[config.mk]
export PLATFORM = sky130hd
export DESIGN_NAME = ddr_req_arbiter
export DESIGN_NICKNAME = d
export VERILOG_FILES = /design/src/rtl/ddr_req_arbiter_pkg.sv /design/src/rtl/ddr_req_arbiter_tag_fifo.sv /design/src/rtl/ddr_req_arbiter.sv
export SDC_FILE = /design/constraint.sdc
export NUM_CORES = 1
export LEC_CHECK = 0
export ABC_AREA = 1
export BUFFER_PORTS_ARGS = -buffer_cell sky130_fd_sc_hd__buf_2
export CAP_MARGIN = 15
export CORE_AREA = 10 10 544 546
export DETAILED_ROUTE_END_ITERATION = 8
export DIE_AREA = 0 0 554 556
export GPL_TIMING_DRIVEN = 0
export HOLD_SLACK_MARGIN = 0.12
export PLACE_DENSITY = 0.3
export SETUP_SLACK_MARGIN = 0.3
export SLEW_MARGIN = 40
export SYNTH_ARGS = -nofsm -noshare
export SYNTH_HDL_FRONTEND = slang
export SYNTH_SLANG_ARGS = --single-unit
[constraint.sdc]
create_clock -name clk -period 2.6 [get_ports clk]
set_input_delay 0 -clock clk [delete_from_list [all_inputs] [get_ports clk]]
set_output_delay 0 -clock clk [all_outputs]
set_load 0.005 [all_outputs]
[src/rtl/ddr_req_arbiter_pkg.sv]
// Shared definitions for the DDR2 request arbiter: FSM encodings, port
// indices, command-FIFO codes and write-data beat geometry.
package ddr_req_arbiter_pkg;

    typedef enum logic [1:0] {
        ST_IDLE   = 2'd0,
        ST_CMD    = 2'd1,
        ST_WDATA1 = 2'd2
    } arb_state_t;

    localparam int NUM_PORTS = 3;

    localparam logic [1:0] PORT0 = 2'd0;
    localparam logic [1:0] PORT1 = 2'd1;
    localparam logic [1:0] PORT2 = 2'd2;

    localparam logic [2:0] AF_CMD_WRITE = 3'b000;
    localparam logic [2:0] AF_CMD_READ  = 3'b001;

    localparam int BEAT_W       = 128;
    localparam int MASK_W       = 16;
    localparam int BURST_W      = 2 * BEAT_W;
    localparam int BURST_MASK_W = 2 * MASK_W;

    // One-hot port vector for a port index.
    function automatic logic [NUM_PORTS-1:0] port_onehot(input logic [1:0] p);
        return 3'b001 << p;
    endfunction

endpackage

[src/rtl/ddr_req_arbiter_tag_fifo.sv]
// Outstanding-read tag FIFO: remembers which port issued each read so the
// returned read beats can be steered back to it.
module ddr_req_arbiter_tag_fifo #(
    parameter int DEPTH = 8
) (
    input  logic       clk,
    input  logic       rst_n,
    input  logic       push,
    input  logic [1:0] push_data,
    input  logic       pop,
    output logic [1:0] head,
    output logic       full,
    output logic       empty
);

    localparam int PTR_W = $clog2(DEPTH);

    logic [1:0]       mem [DEPTH];
    logic [PTR_W-1:0] wr_ptr;
    logic [PTR_W-1:0] rd_ptr;
    logic [PTR_W:0]   count;
    logic             do_push;
    logic             do_pop;

    assign full    = (count == (PTR_W+1)'(DEPTH));
    assign empty   = (count == '0);
    assign do_push = push && !full;
    assign do_pop  = pop && !empty;
    assign head    = mem[rd_ptr];

    // Pointers and occupancy; a simultaneous push and pop leaves count unchanged.
    always_ff @(posedge clk or negedge rst_n) begin
        if (!rst_n) begin
            wr_ptr <= '0;
            rd_ptr <= '0;
            count  <= '0;
        end else begin
            if (do_push) wr_ptr <= wr_ptr + 1'b1;
            if (do_pop)  rd_ptr <= rd_ptr + 1'b1;
            case ({do_push, do_pop})
                2'b10:   count <= count + 1'b1;
                2'b01:   count <= count - 1'b1;
                default: count <= count;
            endcase
        end
    end

    // Tag storage; contents are meaningless while empty, so no reset.
    always_ff @(posedge clk) begin
        if (do_push) mem[wr_ptr] <= push_data;
    end

endmodule

[src/rtl/ddr_req_arbiter.sv]
// Three-port arbiter in front of the DDR2 controller's af_/wdf_ FIFOs.
// Port0 (pixel feeder) is favoured but limited to P0_MAX_RUN back-to-back
// grants while port1/port2 wait; port1 and port2 alternate round-robin.
// Writes push a command then two 128-bit beats; reads push a command and a
// tag so the returned beats are steered to the issuing port.
module ddr_req_arbiter
    import ddr_req_arbiter_pkg::*;
#(
    parameter int ADDR_W     = 31,
    parameter int TAG_DEPTH  = 8,
    parameter int P0_MAX_RUN = 4
) (
    input  logic                          clk,
    input  logic                          rst_n,
    input  logic [NUM_PORTS-1:0]          req_valid,
    output logic [NUM_PORTS-1:0]          req_ready,
    input  logic [NUM_PORTS-1:0]          req_we,
    input  logic [NUM_PORTS*ADDR_W-1:0]   req_addr,
    input  logic [NUM_PORTS*BURST_W-1:0]  req_wdata,
    input  logic [NUM_PORTS*BURST_MASK_W-1:0] req_wmask,
    output logic [ADDR_W-1:0]             af_addr_din,
    output logic [2:0]                    af_wr_din,
    output logic                          af_wr_en,
    input  logic                          af_full,
    output logic [BEAT_W-1:0]             wdf_din,
    output logic [MASK_W-1:0]             wdf_mask_din,
    output logic                          wdf_wr_en,
    input  logic                          wdf_full,
    input  logic                          rd_data_valid,
    input  logic [BEAT_W-1:0]             rd_data_fifo_out,
    output logic [BEAT_W-1:0]             rdata,
    output logic [NUM_PORTS-1:0]          rdata_valid,
    output logic                          rdata_last,
    output logic                          tag_err
);

    localparam int RUN_W = $clog2(P0_MAX_RUN + 1);

    arb_state_t              state;
    arb_state_t              state_nxt;
    logic [1:0]              gnt;
    logic [1:0]              win_port;
    logic                    win_valid;
    logic [1:0]              rr_ptr;
    logic [RUN_W-1:0]        run_cnt;
    logic                    p12_pending;
    logic                    p0_blocked;
    logic                    p0_done;
    logic                    p12_done;
    logic                    beat_cnt;
    logic                    rd_hit;
    logic                    tag_push;
    logic                    tag_pop;
    logic                    tag_full;
    logic                    tag_empty;
    logic [1:0]              tag_head;
    logic                    gnt_we;
    logic [ADDR_W-1:0]       gnt_addr;
    logic [BURST_W-1:0]      gnt_wdata;
    logic [BURST_MASK_W-1:0] gnt_wmask;

    // The granted requester holds its fields stable until its ready pulse.
    assign gnt_we    = req_we[gnt];
    assign gnt_addr  = req_addr[gnt*ADDR_W +: ADDR_W];
    assign gnt_wdata = req_wdata[gnt*BURST_W +: BURST_W];
    assign gnt_wmask = req_wmask[gnt*BURST_MASK_W +: BURST_MASK_W];

    assign p12_pending = req_valid[1] | req_valid[2];
    assign p0_blocked  = (run_cnt == RUN_W'(P0_MAX_RUN)) && p12_pending;
    assign p0_done     = req_ready[0];
    assign p12_done    = req_ready[1] | req_ready[2];

    // Winner selection: port0 first unless its run limit is hit, then port1/2 round-robin.
    always_comb begin
        win_valid = 1'b0;
        win_port  = PORT0;
        if (req_valid[0] && !p0_blocked) begin
            win_valid = 1'b1;
            win_port  = PORT0;
        end else if (p12_pending) begin
            win_valid = 1'b1;
            win_port  = req_valid[rr_ptr] ? rr_ptr : ((rr_ptr == PORT1) ? PORT2 : PORT1);
        end
    end

    // FSM state register and latched grant.
    always_ff @(posedge clk or negedge rst_n) begin
        if (!rst_n) begin
            state <= ST_IDLE;
            gnt   <= PORT0;
        end else begin
            state <= state_nxt;
            if (state == ST_IDLE && win_valid) gnt <= win_port;
        end
    end

    // FSM next-state: each stage waits on the FIFO flags it is about to push into.
    always_comb begin
        state_nxt = state;
        case (state)
            ST_IDLE: begin
                if (win_valid) state_nxt = ST_CMD;
            end
            ST_CMD: begin
                if (gnt_we) begin
                    if (!af_full && !wdf_full) state_nxt = ST_WDATA1;
                end else begin
                    if (!af_full && !tag_full) state_nxt = ST_IDLE;
                end
            end
            ST_WDATA1: begin
                if (!wdf_full) state_nxt = ST_IDLE;
            end
            default: state_nxt = ST_IDLE;
        endcase
    end

    // FSM outputs: FIFO pushes, tag push and the requester's completion pulse.
    always_comb begin
        af_wr_en     = 1'b0;
        af_wr_din    = AF_CMD_WRITE;
        af_addr_din  = '0;
        wdf_wr_en    = 1'b0;
        wdf_din      = '0;
        wdf_mask_din = '0;
        req_ready    = '0;
        tag_push     = 1'b0;
        case (state)
            ST_CMD: begin
                if (gnt_we) begin
                    if (!af_full && !wdf_full) begin
                        af_wr_en     = 1'b1;
                        af_wr_din    = AF_CMD_WRITE;
                        af_addr_din  = gnt_addr;
                        wdf_wr_en    = 1'b1;
                        wdf_din      = gnt_wdata[BEAT_W-1:0];
                        wdf_mask_din = gnt_wmask[MASK_W-1:0];
                    end
                end else begin
                    if (!af_full && !tag_full) begin
                        af_wr_en    = 1'b1;
                        af_wr_din   = AF_CMD_READ;
                        af_addr_din = gnt_addr;
                        tag_push    = 1'b1;
                        req_ready   = port_onehot(gnt);
                    end
                end
            end
            ST_WDATA1: begin
                if (!wdf_full) begin
                    wdf_wr_en    = 1'b1;
                    wdf_din      = gnt_wdata[BURST_W-1:BEAT_W];
                    wdf_mask_din = gnt_wmask[BURST_MASK_W-1:MASK_W];
                    req_ready    = port_onehot(gnt);
                end
            end
            default: ;
        endcase
    end

    // Fairness bookkeeping: port0 run length and the port1/port2 pointer.
    always_ff @(posedge clk or negedge rst_n) begin
        if (!rst_n) begin
            rr_ptr  <= PORT1;
            run_cnt <= '0;
        end else begin
            if (p12_done) rr_ptr <= (rr_ptr == PORT1) ? PORT2 : PORT1;
            if (p12_done || !p12_pending) begin
                run_cnt <= '0;
            end else if (p0_done && run_cnt != RUN_W'(P0_MAX_RUN)) begin
                run_cnt <= run_cnt + 1'b1;
            end
        end
    end

    // Read return steering: beats only count against a tag when one is outstanding.
    assign rd_hit      = rd_data_valid && !tag_empty;
    assign tag_pop     = rd_hit && beat_cnt;
    assign rdata       = rd_data_fifo_out;
    assign rdata_valid = rd_hit ? port_onehot(tag_head) : '0;
    assign rdata_last  = rd_hit && beat_cnt;

    // Beat parity within a burst and the sticky orphan-beat flag.
    always_ff @(posedge clk or negedge rst_n) begin
        if (!rst_n) begin
            beat_cnt <= 1'b0;
            tag_err  <= 1'b0;
        end else begin
            if (rd_hit) beat_cnt <= ~beat_cnt;
            if (rd_data_valid && tag_empty) tag_err <= 1'b1;
        end
    end

    ddr_req_arbiter_tag_fifo #(
        .DEPTH (TAG_DEPTH)
    ) u_tag_fifo (
        .clk       (clk),
        .rst_n     (rst_n),
        .push      (tag_push),
        .push_data (gnt),
        .pop       (tag_pop),
        .head      (tag_head),
        .full      (tag_full),
        .empty     (tag_empty)
    );

endmodule
==> summary.md, run 1 <==
| Metric | Value |
|---|---|
| Die area | `308000 um^2` |
| Port bufs | `around 1.3k` |
| Max_cap viols | `0` |
| Worst Path Arrival | `between 2 and 3 ns` |
| GPL Wtd Cong | `0.931` |
| Gr ovfl total | `0` |
| Final Skew | `approximately 0.003 ns` |
| Placed Instance Area | `roughly 22000 um^2` |
| Filler Cells Inserted | `33.8k` |
| Setup ws final | `between 0.08 and 0.09 ns` |
| Routed Wire Length | `232 mm` |
| Worst path bufs/invs | `7` |
| Core area | `between 200000 and 300000 um^2` |
| Number of flops mapped to enable cells by yosys | `16` |
| Synth Cell Area | `10700 um^2` |
| Ys async rst share | `56.8%` |
| CP Data Required Time | `2.60 ns` |
| # rows | `roughly 200` |
| Tmin final | `~2.5 ns` |
| Synth cell types | `37` |
| Final Setup Violations | `0` |
| Iteration-0 DRC Markers | `2099` |
| RR Endpoint | `u_tag_fifo.count[2]` |
| Via count | `22.6k` |
| CTS tree | `done` |
| Fmax | `0.398 GHz` |
| Hold endpoint | `gnt[0]` |
| Post-route cell area | `27800 um^2` |
| Worst Reg-to-Reg Cells | `14` |
| Num CTS Buffers | `5` |
| Status | `finished clean` |
| Util after Layout | `under 10%` |
| Clk slew on worst S/H paths | `around 0.060 ns` |
| Worst Path Max Fanout | `10` |
| Vias per cell | `3.04` |
| DR WL/cell | `31.3 um` |
| CP cell instances | `inv_2 -> buf_4 -> ha_4 -> inv_1 -> clkbuf_16 -> buf_16 -> clkbuf_2 -> a21oi_4 -> buf_2` |
| I/O pin total | `1412` |
| Worst hold start | `req_valid[1]` |
| Clock sink total | `37` |
| Root Buffer | `clkbuf_16` |
| Worst Max-Slew Pin Slew | `0.784 ns` |
| DRT antenna net count | `0` |
| CP max stage cell | `clkbuf_2` |
| Slew Limit Fails | `0` |
| Gate Count Post-Synth | `2205` |
| Leakage power | `12.9 nW` |
| Post-DP HPWL | `207 mm` |
| First-pass GRT wire length | `around 270 mm` |
| VDD IR-drop max | `306 uV` |
| Worst hold slack | `0.135 ns` |
| Hold path depth | `5` |
| Warning count from the yosys run | `0` |
| Layout area overhead | `159%` |
| Share of layout cells above drive strength 1 | `approximately 58%` |
| Die Ht | `between 500 and 600 um` |
| R2r setup slk | `about 0.22 ns` |
| Worst setup path category | `flip-flop to primary output` |
| Number of global-route vias before repair | `around 22k` |
| Hold Vio Cnt, Final | `0` |
| First-pass DRT Iterations | `7` |
| Crit path largest cell delay | `0.41 ns` |
| Setup TNS | `0 ns` |
| Cell family with most CP delay | `buffers and inverters` |
| Slew Limit Headroom | `47.7%` |
| Largest net degree at the start of global routing | `22` |
| Register area share after synthesis | `9.38%` |
| Initial antenna violation count | `approximately 300` |
| Mean Syn Cell Area | `just under 5 um^2` |
| Primary FF master, synth | `dfrtp_1` |
| Setup crit end kind | `primary output` |
| RSZ-0062 raised after global routing | `true` |
| Startpoint Class | `flip-flop` |
| Gr usage total | `13.7%` |
| Drt drc | `0` |
| Dpl ws | `-1.02 ns` |
| Maximum clock insertion buffer count | `2` |
| Worst Hold Class | `input pin to flip-flop` |
| Clk Latency, worst-skew pair | `0.29 ns` |
| Period utilization | `96.7%` |
| Worst R2R Start | `gnt[0]` |
| Die width | `554 um` |
| H-tree Lvls | `2` |
| Initial core utilization | `3.78%` |
| Nets | `4720` |
| Power density cells | `678 nW/um^2` |
| Flops & latches, synth | `37` |
## synth_stat cells (2+ instances only)
| cell type | instances | share of area (%) |
|---|---|---|
| a211oi_1 | 2 | 0.14 |
| a21oi_1 | 170 | 7.9 |
| a21oi_2 | 9 | 0.73 |
| a22oi_1 | 31 | 2.2 |
| buf_1 | 6 | 0.21 |
| buf_2 | 15 | 0.70 |
| buf_4 | 139 | 9.7 |
| buf_6 | 11 | 1.2 |
| clkbuf_1 | 117 | 4.1 |
| dfrtp_1 | 20 | 4.7 |
| edfxtp_1 | 16 | 4.5 |
| ha_1 | 10 | 1.2 |
| inv_1 | 37 | 1.3 |
| inv_2 | 4 | 0.14 |
| nand2_1 | 1228 | 43 |
| nand3_1 | 301 | 14 |
| nand4_1 | 2 | 0.12 |
| nor2_1 | 41 | 1.4 |
| o211ai_1 | 2 | 0.14 |
| o21ai_0 | 21 | 0.98 |
| o22ai_1 | 2 | 0.12 |
| xor2_1 | 6 | 0.49 |
## power by group
| group | total (W) | switching (W) | internal [W] | leakage, nW |
|---|---|---|---|---|
| logic | 0.0173 | 0.0113 | 0.00598 | 12.4 |
| clock network | 0.000645 | 0.000263 | 0.000382 | 0.0772 |
| registers | 0.000927 | 0.000130 | 0.000796 | 0.400 |
| total | 0.0188 | 0.0117 | 0.00716 | 12.9 |
## repair_timing
action	in CTS	in global routing
gates resized for setup	592	468
endpoints found under the hold margin	24	0
hold buffers	3	0
buffers inserted	60	33
cloned	13	11
pin swaps	45	98
setup endpoints to repair	206	181
## metrics by stage
step           instances  power (W)
5_1_grt             7387     0.0201
3_3_place_gp        7249     0.0133
2_1_floorplan       2206    0.00619
3_5_place_dp        7252     0.0134
6_report            7430     0.0188
4_1_cts             7335     0.0169
## worst max-delay path by stage
stage                             start                   to  slack (ns)  depth (start not counted)
floorplan           u_tag_fifo.count[2]  u_tag_fifo.count[2]        0.49                         12
global placement               state[0]     wdf_mask_din[12]       -3.09                          8
detailed placement               gnt[1]          wdf_din[22]       -1.02                          8
CTS                              gnt[0]          wdf_din[69]       0.002                         15
global route                     gnt[1]          wdf_din[67]       0.008                         14
finish                         state[0]          wdf_din[59]        0.09                          9
## layout by cell type (no fill, tap or decap), types with 46 or more instances in the layout
cell,n
diode_2,53
nand2_2,83
a21oi_2,101
buf_12,51
nand3_1,243
buf_6,52
buf_2,1236
buf_4,208
nand2_4,83
nand2_1,1044
nand3_2,46
## metal layers
layer,GRT usage (%),vias to the layer above,wire [um]
met5,0,-,914
met4,1.84,140,6020
met3,6.14,487,27200
met2,23.8,1635,109000
met1,15.9,10500,88700
li1,-,9826,-
## worst reg2reg max path, stage by stage (launching register included)
cell and delay [ns]:
dfrtp_2 0.42, buf_4 0.16, o21ai_1 0.14, nand2_1 0.10, nand2_4 0.09, buf_4 0.10, buf_4 0.12, nand3_4 0.14
ha_4 0.22, nor2_1 0.13, nor2_2 0.07, ha_1 0.17, a21oi_1 0.16, xor2_1 0.15, o21ai_0 0.08
## state kept, by name, summed over array words and instances, names as in the netlist
name and count:
beat_cnt 1, gnt 2, rr_ptr 2, run_cnt 3, state 2, tag_err 1, u_tag_fifo.count 4, u_tag_fifo.mem 16
u_tag_fifo.rd_ptr 3, u_tag_fifo.wr_ptr 3
## logic make-up after synthesis
kind of cell | Yosys count | share of synthesized area, %
xor+xnor | 7 | 0.571
fa+ha+maj | 10 | 1.16
simple gates | 1578 | 58.9
mux | 2 | 0.198
other cells | 1 | 0.0349
flops | 37 | 9.38
compound gates | 241 | 12.5
buf+inv | 329 | 17.3
## cell type report
| type | count | area, um^2 | share of cell area (%) |
|---|---|---|---|
| clock buffers | 6 | 139 | 0.500 |
| inverters | 41 | 183 | 0.658 |
| flip-flops and latches | 37 | 1010 | 3.63 |
| plain buffers | 285 | 2810 | 10.1 |
| repair buffers | 1404 | 8530 | 30.7 |
| well taps | 3762 | 4710 | 16.9 |
| diodes | 53 | 133 | 0.477 |
| clock inverters | 2 | 13.8 | 0.0495 |
| multi-input cells | 1840 | 10300 | 36.9 |
No activity file was read; power rests on OpenSTA's default activity.
==> inputs of run 2 (changes only) <==
--- a/config.mk
+++ b/config.mk
@@ -6,9 +6,10 @@
 export NUM_CORES = 1
 export LEC_CHECK = 0
 export ABC_AREA = 1
-export BUFFER_PORTS_ARGS = -buffer_cell sky130_fd_sc_hd__buf_2
+export BUFFER_PORTS_ARGS = -buffer_cell sky130_fd_sc_hd__buf_4
 export CAP_MARGIN = 15
 export CORE_AREA = 10 10 544 546
+export CTS_BUF_LIST = sky130_fd_sc_hd__clkbuf_8
 export DETAILED_ROUTE_END_ITERATION = 8
 export DIE_AREA = 0 0 554 556
 export GPL_TIMING_DRIVEN = 0
==> run 2 against run 1 <==
  * Non-clock buffer count is 46 lower
  * Sequential share of layout area is 0.27 points lower
  * Worst setup slack better by 0.0064 ns
  * Core utilization is 0.78 points higher
  * Combinational power is 3% lower
  * Largest cell class unchanged
  * Clock power is 21% lower
  * Sequential cell count stayed put
  * Register-to-register slack worse by 0.07 ns
  * Critical path depth is 5 higher
  * Cell count is 0.70% lower
  * Sequential power is 0.8% higher
  * Via count is 3.0% lower
==> summary.md, run 2 (synthesized netlist as in run 1, its figures left out) <==
| Metric | Value |
|---|---|
| CTS tree | `done (unchanged)` |
| Root Buffer | `clkbuf_8 (was clkbuf_16)` |
| RSZ-0062 raised after global routing | `true (unchanged)` |
| Psw | `0.0112 W (was 0.0117 W)` |
| Gr usage total | `13.8% (was 13.7%)` |
| Nets | `4674 (was 4720)` |
| Final Setup Violations | `0 (unchanged)` |
| Worst Max-Slew Pin Slew | `0.735 ns (was 0.784 ns)` |
| Number of global-route vias before repair | `22.1k (was 22.2k)` |
| Routed Wire Length | `228 mm (was 232 mm)` |
| Slew Limit Headroom | `51.0% (was 47.7%)` |
| Setup TNS | `0 ns (unchanged)` |
| H-tree Lvls | `2 (unchanged)` |
| Layout area overhead | `179% (was 159%)` |
| Maximum clock insertion buffer count | `2 (unchanged)` |
| Final Skew | `0.00545 ns (was 0.00298 ns)` |
| Post-route insts no fill | `7378 (was 7430)` |
| Initial antenna violation count | `227 (was 295)` |
| DRT antenna net count | `0 (unchanged)` |
| Inst Count DP | `7251 (was 7252)` |
| I/O pin total | `1412 (unchanged)` |
| Clk Latency, worst-skew pair | `0.30 ns (was 0.29 ns)` |
| DR WL/cell | `31.0 um (was 31.3 um)` |
| Die Ht | `556 um (unchanged)` |
| Core area | `284000 um^2 (unchanged)` |
| Setup crit end kind | `primary output (unchanged)` |
| Tmin final | `2.51 ns (about the same)` |
| Port bufs | `1281 (unchanged)` |
| Iteration-0 DRC Markers | `1729 (was 2099)` |
| Clock sink total | `37 (unchanged)` |
| Power density cells | `603 nW/um^2 (was 678 nW/um^2)` |
| Vias per cell | `2.97 (was 3.04)` |
| Period utilization | `96.4% (was 96.7%)` |
| Dpl ws | `-1.18 ns (was -1.02 ns)` |
| Fmax | `0.399 GHz (was 0.398 GHz)` |
| VDD IR-drop max | `352 uV (was 306 uV)` |
| Via count | `21.9k (was 22.6k)` |
| Startpoint Class | `flip-flop (unchanged)` |
| Worst Hold Class | `input pin to flip-flop (unchanged)` |
| CP Data Required Time | `2.60 ns (about the same)` |
| Max reg flops | `16 (unchanged)` |
| # rows | `196 (unchanged)` |
| Die width | `554 um (unchanged)` |
| Status | `finished clean (unchanged)` |
| Hold Vio Cnt, Final | `0 (unchanged)` |
| Sw frac | `61.8% (was 62.0%)` |
| Reg with most FFs | `u_tag_fifo.mem (unchanged)` |
| Post-DP HPWL | `207 mm (about the same)` |
| Drt drc | `0 (unchanged)` |
| Top flop regs | `u_tag_fifo.mem (16), u_tag_fifo.count (4) (unchanged)` |
| Share of layout cells above drive strength 1 | `56.7% (was 57.8%)` |
| Worst Path Arrival | `2.51 ns (about the same)` |
| Most frequent cells in the layout | `buf_4 (1399), nand2_1 (1061), nand3_1 (259) (was buf_2 (1236), nand2_1 (1044), nand3_1 (243))` |
| Die area | `308000 um^2 (unchanged)` |
| Worst Reg-to-Reg Cells | `14 (unchanged)` |
| Logic pwr share | `92.0% (was 91.7%)` |
| Max_cap viols | `0 (unchanged)` |
| Leakage power | `13.5 nW (was 12.9 nW)` |
| Setup ws final | `0.0931 ns (was 0.0866 ns)` |
| Initial core utilization | `3.78% (unchanged)` |
| Gr ovfl total | `0 (unchanged)` |
| Worst setup path category | `flip-flop to primary output (unchanged)` |
| Slew Limit Fails | `0 (unchanged)` |
| Commonest non-fill, non-tap cell in the layout | `buf_4 (was buf_2)` |
| Hold path depth | `4 (was 5)` |
| Sequential power share | `5.2% (was 4.9%)` |
| Num CTS Buffers | `5 (unchanged)` |
| Int Power | `0.00691 W (was 0.00716 W)` |
| Post-route cell area | `30000 um^2 (was 27800 um^2)` |
| First-pass GRT wire length | `273 mm (was 272 mm)` |
| Largest net degree at the start of global routing | `22 (unchanged)` |
| Clock power share | `2.8% (was 3.4%)` |
| Clk slew on worst S/H paths | `0.08 ns (was 0.06 ns)` |
| GPL Wtd Cong | `0.940 (was 0.931)` |
| First-pass DRT Iterations | `5 (was 7)` |
| Worst Path Max Fanout | `10 (unchanged)` |
| Placed Instance Area | `25200 um^2 (was 22000 um^2)` |
run 2: changes by cell type in the layout (fill, tap and decap cells not counted), moves of 13 or more:
cell / before / now
clkbuf_4: 12 / 26
nand2_1: 1044 / 1061
clkbuf_16: 28 / 11
nand2_2: 83 / 58
buf_2: 1236 / 9
buf_6: 52 / 68
buf_4: 208 / 1399
nand3_1: 243 / 259
buf_12: 51 / 38
a21oi_4: 38 / 52
run 2: area by class of cell:
type | count | area, um^2
inverter | 41 | 183
clock inverter | 3 | 38.8
tap | 3762 | 4710
multi-input combinational | 1840 | 10200
sequential | 37 | 1010
timing repair buffer | 1355 | 10900
fill | 33600 | 254000
buffer | 288 | 2760
clock buffer | 5 | 68.8
antenna | 47 | 118
run 2: per-stage QoR:
step / total power (W) / utilization [%] / hold WS, ns
2_1_floorplan: 0.00619 / - / -0.296
6_report: 0.0181 / 10.5 / 0.140
3_3_place_gp: 0.0139 / 8.81 / -0.0678
5_1_grt: 0.0194 / 10.5 / 0.163
3_5_place_dp: 0.0139 / 8.85 / -0.0673
4_1_cts: 0.0167 / 9.71 / 0.122
run 2: what timing repair did:
action / CTS / global route
hold buffers: 5 / 0
buffers inserted: 27 / 25
gates resized for setup: 508 / 517
gates cloned: 11 / 4
pin swaps: 40 / 89
setup endpoints to repair: 203 / 200
hold endpoints to repair: 25 / 0
run 2: path summary, 6_finish.rpt:
path | from | slack [ns] | endpoint
setup / recovery | gnt[0] | 0.09 | wdf_din[16]
hold / removal | wdf_full | 0.14 | state[0]
setup reg to reg | gnt[1] | 0.15 | u_tag_fifo.count[3]
hold reg to reg | tag_err | 0.49 | tag_err
max in group asynchronous | rst_n | 2.09 | rr_ptr[0]
min in group asynchronous | rst_n | 0.20 | beat_cnt
run 2: metal layers:
layer | track usage, % | vias to the layer above | part of all wire (%)
met5 | 0 | - | 0.36
met4 | 0.990 | 122 | 1.4
met3 | 6.49 | 336 | 12
met2 | 24.1 | 1418 | 48
met1 | 15.9 | 10300 | 39
li1 | - | 9730 | -
run 2: worst max-delay path: stages, from the launching register on:
cell	delay, ns
dfrtp_2	0.44
inv_4	0.09
nor2_4	0.04
buf_12	0.16
nand2_4	0.07
nand2_4	0.06
inv_4	0.07
nand2_4	0.05
nor3_4	0.19
buf_6	0.14
buf_12	0.18
buf_16	0.22
nand2_1	0.15
a21oi_1	0.15
buf_4	0.14
run 2: power groups by stage:
stage | clock network [W] | registers (W) | logic (W)
final | 0.000508 | 0.000934 | 0.0167
after floorplan | 0 | 0.000907 | 0.00528
after global placement | 0 | 0.000946 | 0.0129
after CTS | 0.000527 | 0.000924 | 0.0153
after detailed placement | 0 | 0.000949 | 0.0129
after global routing | 0.000556 | 0.000960 | 0.0179
==> inputs of run 3 (changes only) <==
--- a/config.mk
+++ b/config.mk
@@ -15,6 +15,7 @@
 export GPL_TIMING_DRIVEN = 0
 export HOLD_SLACK_MARGIN = 0.12
 export PLACE_DENSITY = 0.3
+export RECOVER_POWER = 50
 export SETUP_SLACK_MARGIN = 0.3
 export SLEW_MARGIN = 40
 export SYNTH_ARGS = -nofsm -noshare
==> run 3 against run 2 <==
  * Global-route usage unchanged
  * Clock skew barely moved
  * Worst setup slack worse by 0.0020 ns
  * Critical path depth is the same
  * Maximum frequency hardly changed
  * Clock-buffer cell count is the same
  * Cell count unchanged
  * Via count shrank 0.62%
  * Critical endpoint unchanged
  * Highest routed layer unchanged
==> summary.md, run 3 (synthesized netlist as in run 1, its figures left out) <==
| Metric | Value |
|---|---|
| Psw | `0.0112 W (about the same)` |
| Slew Limit Headroom | `5.48% (was 51.0%)` |
| Commonest non-fill, non-tap cell in the layout | `buf_4 (unchanged)` |
| Max_cap viols | `0 (unchanged)` |
| Max reg flops | `16 (unchanged)` |
| H-tree Lvls | `2 (unchanged)` |
| Worst Max-Slew Pin Slew | `1.42 ns (was 0.735 ns)` |
| # rows | `196 (unchanged)` |
| VDD IR-drop max | `348 uV (was 352 uV)` |
| Status | `finished clean (unchanged)` |
| GPL Wtd Cong | `0.940 (unchanged)` |
| Startpoint Class | `flip-flop (unchanged)` |
| Worst Hold Class | `input pin to flip-flop (unchanged)` |
| Fmax | `0.399 GHz (about the same)` |
| Placed Instance Area | `25200 um^2 (unchanged)` |
| Top flop regs | `u_tag_fifo.mem (16), u_tag_fifo.count (4) (unchanged)` |
| Drt drc | `0 (unchanged)` |
| Worst Path Arrival | `2.51 ns (about the same)` |
| Tmin final | `2.51 ns (about the same)` |
| Period utilization | `96.5% (was 96.4%)` |
| CP dominant cell by count | `nand2_4 (unchanged)` |
| Die width | `554 um (unchanged)` |
| Vias per cell | `2.95 (was 2.97)` |
| Hold Vio Cnt, Final | `0 (unchanged)` |
| Share of layout cells above drive strength 1 | `55.0% (was 56.7%)` |
| Most frequent cells in the layout | `buf_4 (1269), nand2_1 (1061), nand3_1 (259) (was buf_4 (1399), nand2_1 (1061), nand3_1 (259))` |
| CTS tree | `done (unchanged)` |
| Clk Latency, worst-skew pair | `0.30 ns (about the same)` |
| Int Power | `0.00686 W (was 0.00691 W)` |
| I/O pin total | `1412 (unchanged)` |
| Leakage power | `13.2 nW (was 13.5 nW)` |
| Sequential power share | `5.2% (about the same)` |
| First-pass DRT Iterations | `5 (unchanged)` |
| Initial antenna violation count | `227 (unchanged)` |
| Number of global-route vias before repair | `22.1k (unchanged)` |
| Setup ws final | `0.0911 ns (was 0.0931 ns)` |
| Power density cells | `605 nW/um^2 (was 603 nW/um^2)` |
| Gr usage total | `13.8% (unchanged)` |
| Logic pwr share | `92.0% (about the same)` |
| Crit path largest cell delay | `0.44 ns (about the same)` |
| Initial core utilization | `3.78% (unchanged)` |
| Die Ht | `556 um (unchanged)` |
| RSZ-0062 raised after global routing | `true (unchanged)` |
| Via count | `21.8k (was 21.9k)` |
| Routed Wire Length | `228 mm (about the same)` |
| Nets | `4674 (unchanged)` |
| Gr ovfl total | `0 (unchanged)` |
| Filler Cells Inserted | `33.6k (about the same)` |
| Clock power share | `2.8% (about the same)` |
| Root Buffer | `clkbuf_8 (unchanged)` |
| FF/Latch Area | `1010 um^2 (unchanged)` |
| Setup crit end kind | `primary output (unchanged)` |
| Final Skew | `0.00546 ns (was 0.00545 ns)` |
| DR WL/cell | `30.9 um (was 31.0 um)` |
| Reg with most FFs | `u_tag_fifo.mem (unchanged)` |
| Worst hold slack | `0.136 ns (was 0.140 ns)` |
| Slew Limit Fails | `0 (unchanged)` |
| Port bufs | `1281 (unchanged)` |
| Num CTS Buffers | `5 (unchanged)` |
| Setup TNS | `0 ns (unchanged)` |
| Worst Path Max Fanout | `10 (unchanged)` |
| Die area | `308000 um^2 (unchanged)` |
| Area taken by multi-input logic gates | `10200 um^2 (unchanged)` |
| Sw frac | `61.9% (was 61.8%)` |
| Final Setup Violations | `0 (unchanged)` |
| Clock sink total | `37 (unchanged)` |
| Post-route insts no fill | `7378 (unchanged)` |
| Inst Count DP | `7251 (unchanged)` |
| Maximum clock insertion buffer count | `2 (unchanged)` |
| Largest net degree at the start of global routing | `22 (unchanged)` |
| Dpl ws | `-1.18 ns (unchanged)` |
| Post-DP HPWL | `207 mm (unchanged)` |
| CP max stage cell | `dfrtp_2 (unchanged)` |
| CP Data Required Time | `2.60 ns (about the same)` |
| Worst setup path category | `flip-flop to primary output (unchanged)` |
| Core area | `284000 um^2 (unchanged)` |
| Post-route cell area | `29800 um^2 (was 30000 um^2)` |
| R2r setup slk | `0.15 ns (about the same)` |
| Layout area overhead | `177% (was 179%)` |
| CP cell instances | `inv_4 -> nor2_4 -> buf_12 -> nand2_4 -> nand2_4 -> inv_4 -> nand2_4 -> nor3_4 -> buf_6 -> buf_12 -> buf_16 -> nand2_1 -> a21oi_1 -> buf_4 (unchanged)` |
| First-pass GRT wire length | `273 mm (unchanged)` |
| Iteration-0 DRC Markers | `1677 (was 1729)` |
| DRT antenna net count | `0 (unchanged)` |
| Clk slew on worst S/H paths | `0.08 ns (about the same)` |
## run 3: worst paths after layout
path	depth (start not counted)	to	from
hold reg to reg	1	tag_err	tag_err
max in group asynchronous	2	gnt[1]	rst_n
min in group asynchronous	2	beat_cnt	rst_n
hold / removal	4	state[0]	wdf_full
setup / recovery	14	wdf_din[16]	gnt[0]
setup reg to reg	14	u_tag_fifo.count[3]	gnt[1]
## run 3: layout make-up
class,instances,area share (%)
Antenna cell,47,0.395
Clock inverter,3,0.130
Inverter,41,0.613
Sequential cell,37,3.39
Timing Repair Buffer,1355,35.8
Clock buffer,5,0.231
Buffer,288,9.27
Multi-Input combinational cell,1840,34.3
Tap cell,3762,15.8
## run 3: routing by layer
| metal | share of wire [%] | track usage, % | routed length (um) |
|---|---|---|---|
| met4 | 1.4 | 0.990 | 3090 |
| met5 | 0.37 | 0 | 835 |
| met3 | 12 | 6.49 | 28500 |
| met1 | 38 | 15.9 | 86300 |
| met2 | 48 | 24.1 | 109000 |
## run 3: repair_timing
item                                    CTS  global route
endpoints found under the hold margin    25             0
hold buffers                              5             0
gates resized for setup                 508           517
pin swaps                                40            89
cloned                                   11             4
endpoints found under the setup margin  203           200
setup buffers                            27            25
## run 3: metrics by stage
step           total power (W)  util (%)
2_1_floorplan          0.00619         -
3_3_place_gp            0.0139      8.81
3_5_place_dp            0.0139      8.85
4_1_cts                 0.0167      9.71
5_1_grt                 0.0193      10.4
6_report                0.0180      10.5
## run 3: power groups by stage
stage	Combinational [W]	Clock, W	Sequential (W)
final	0.0166	0.000509	0.000934
after global routing	0.0178	0.000556	0.000959
after CTS	0.0153	0.000527	0.000924
after detailed placement	0.0129	0	0.000949
after global placement	0.0129	0	0.000946
after floorplan	0.00528	0	0.000907
## run 3: critical path: cells and delay by family, from the launching register on
| kind | cells | cell delay (ns) |
|---|---|---|
| AOI/OAI and AO/OA | 1 | 0.15 |
| and+or+nand+nor | 6 | 0.56 |
| buffers and inverters | 7 | 1.00 |
| DFF | 1 | 0.44 |
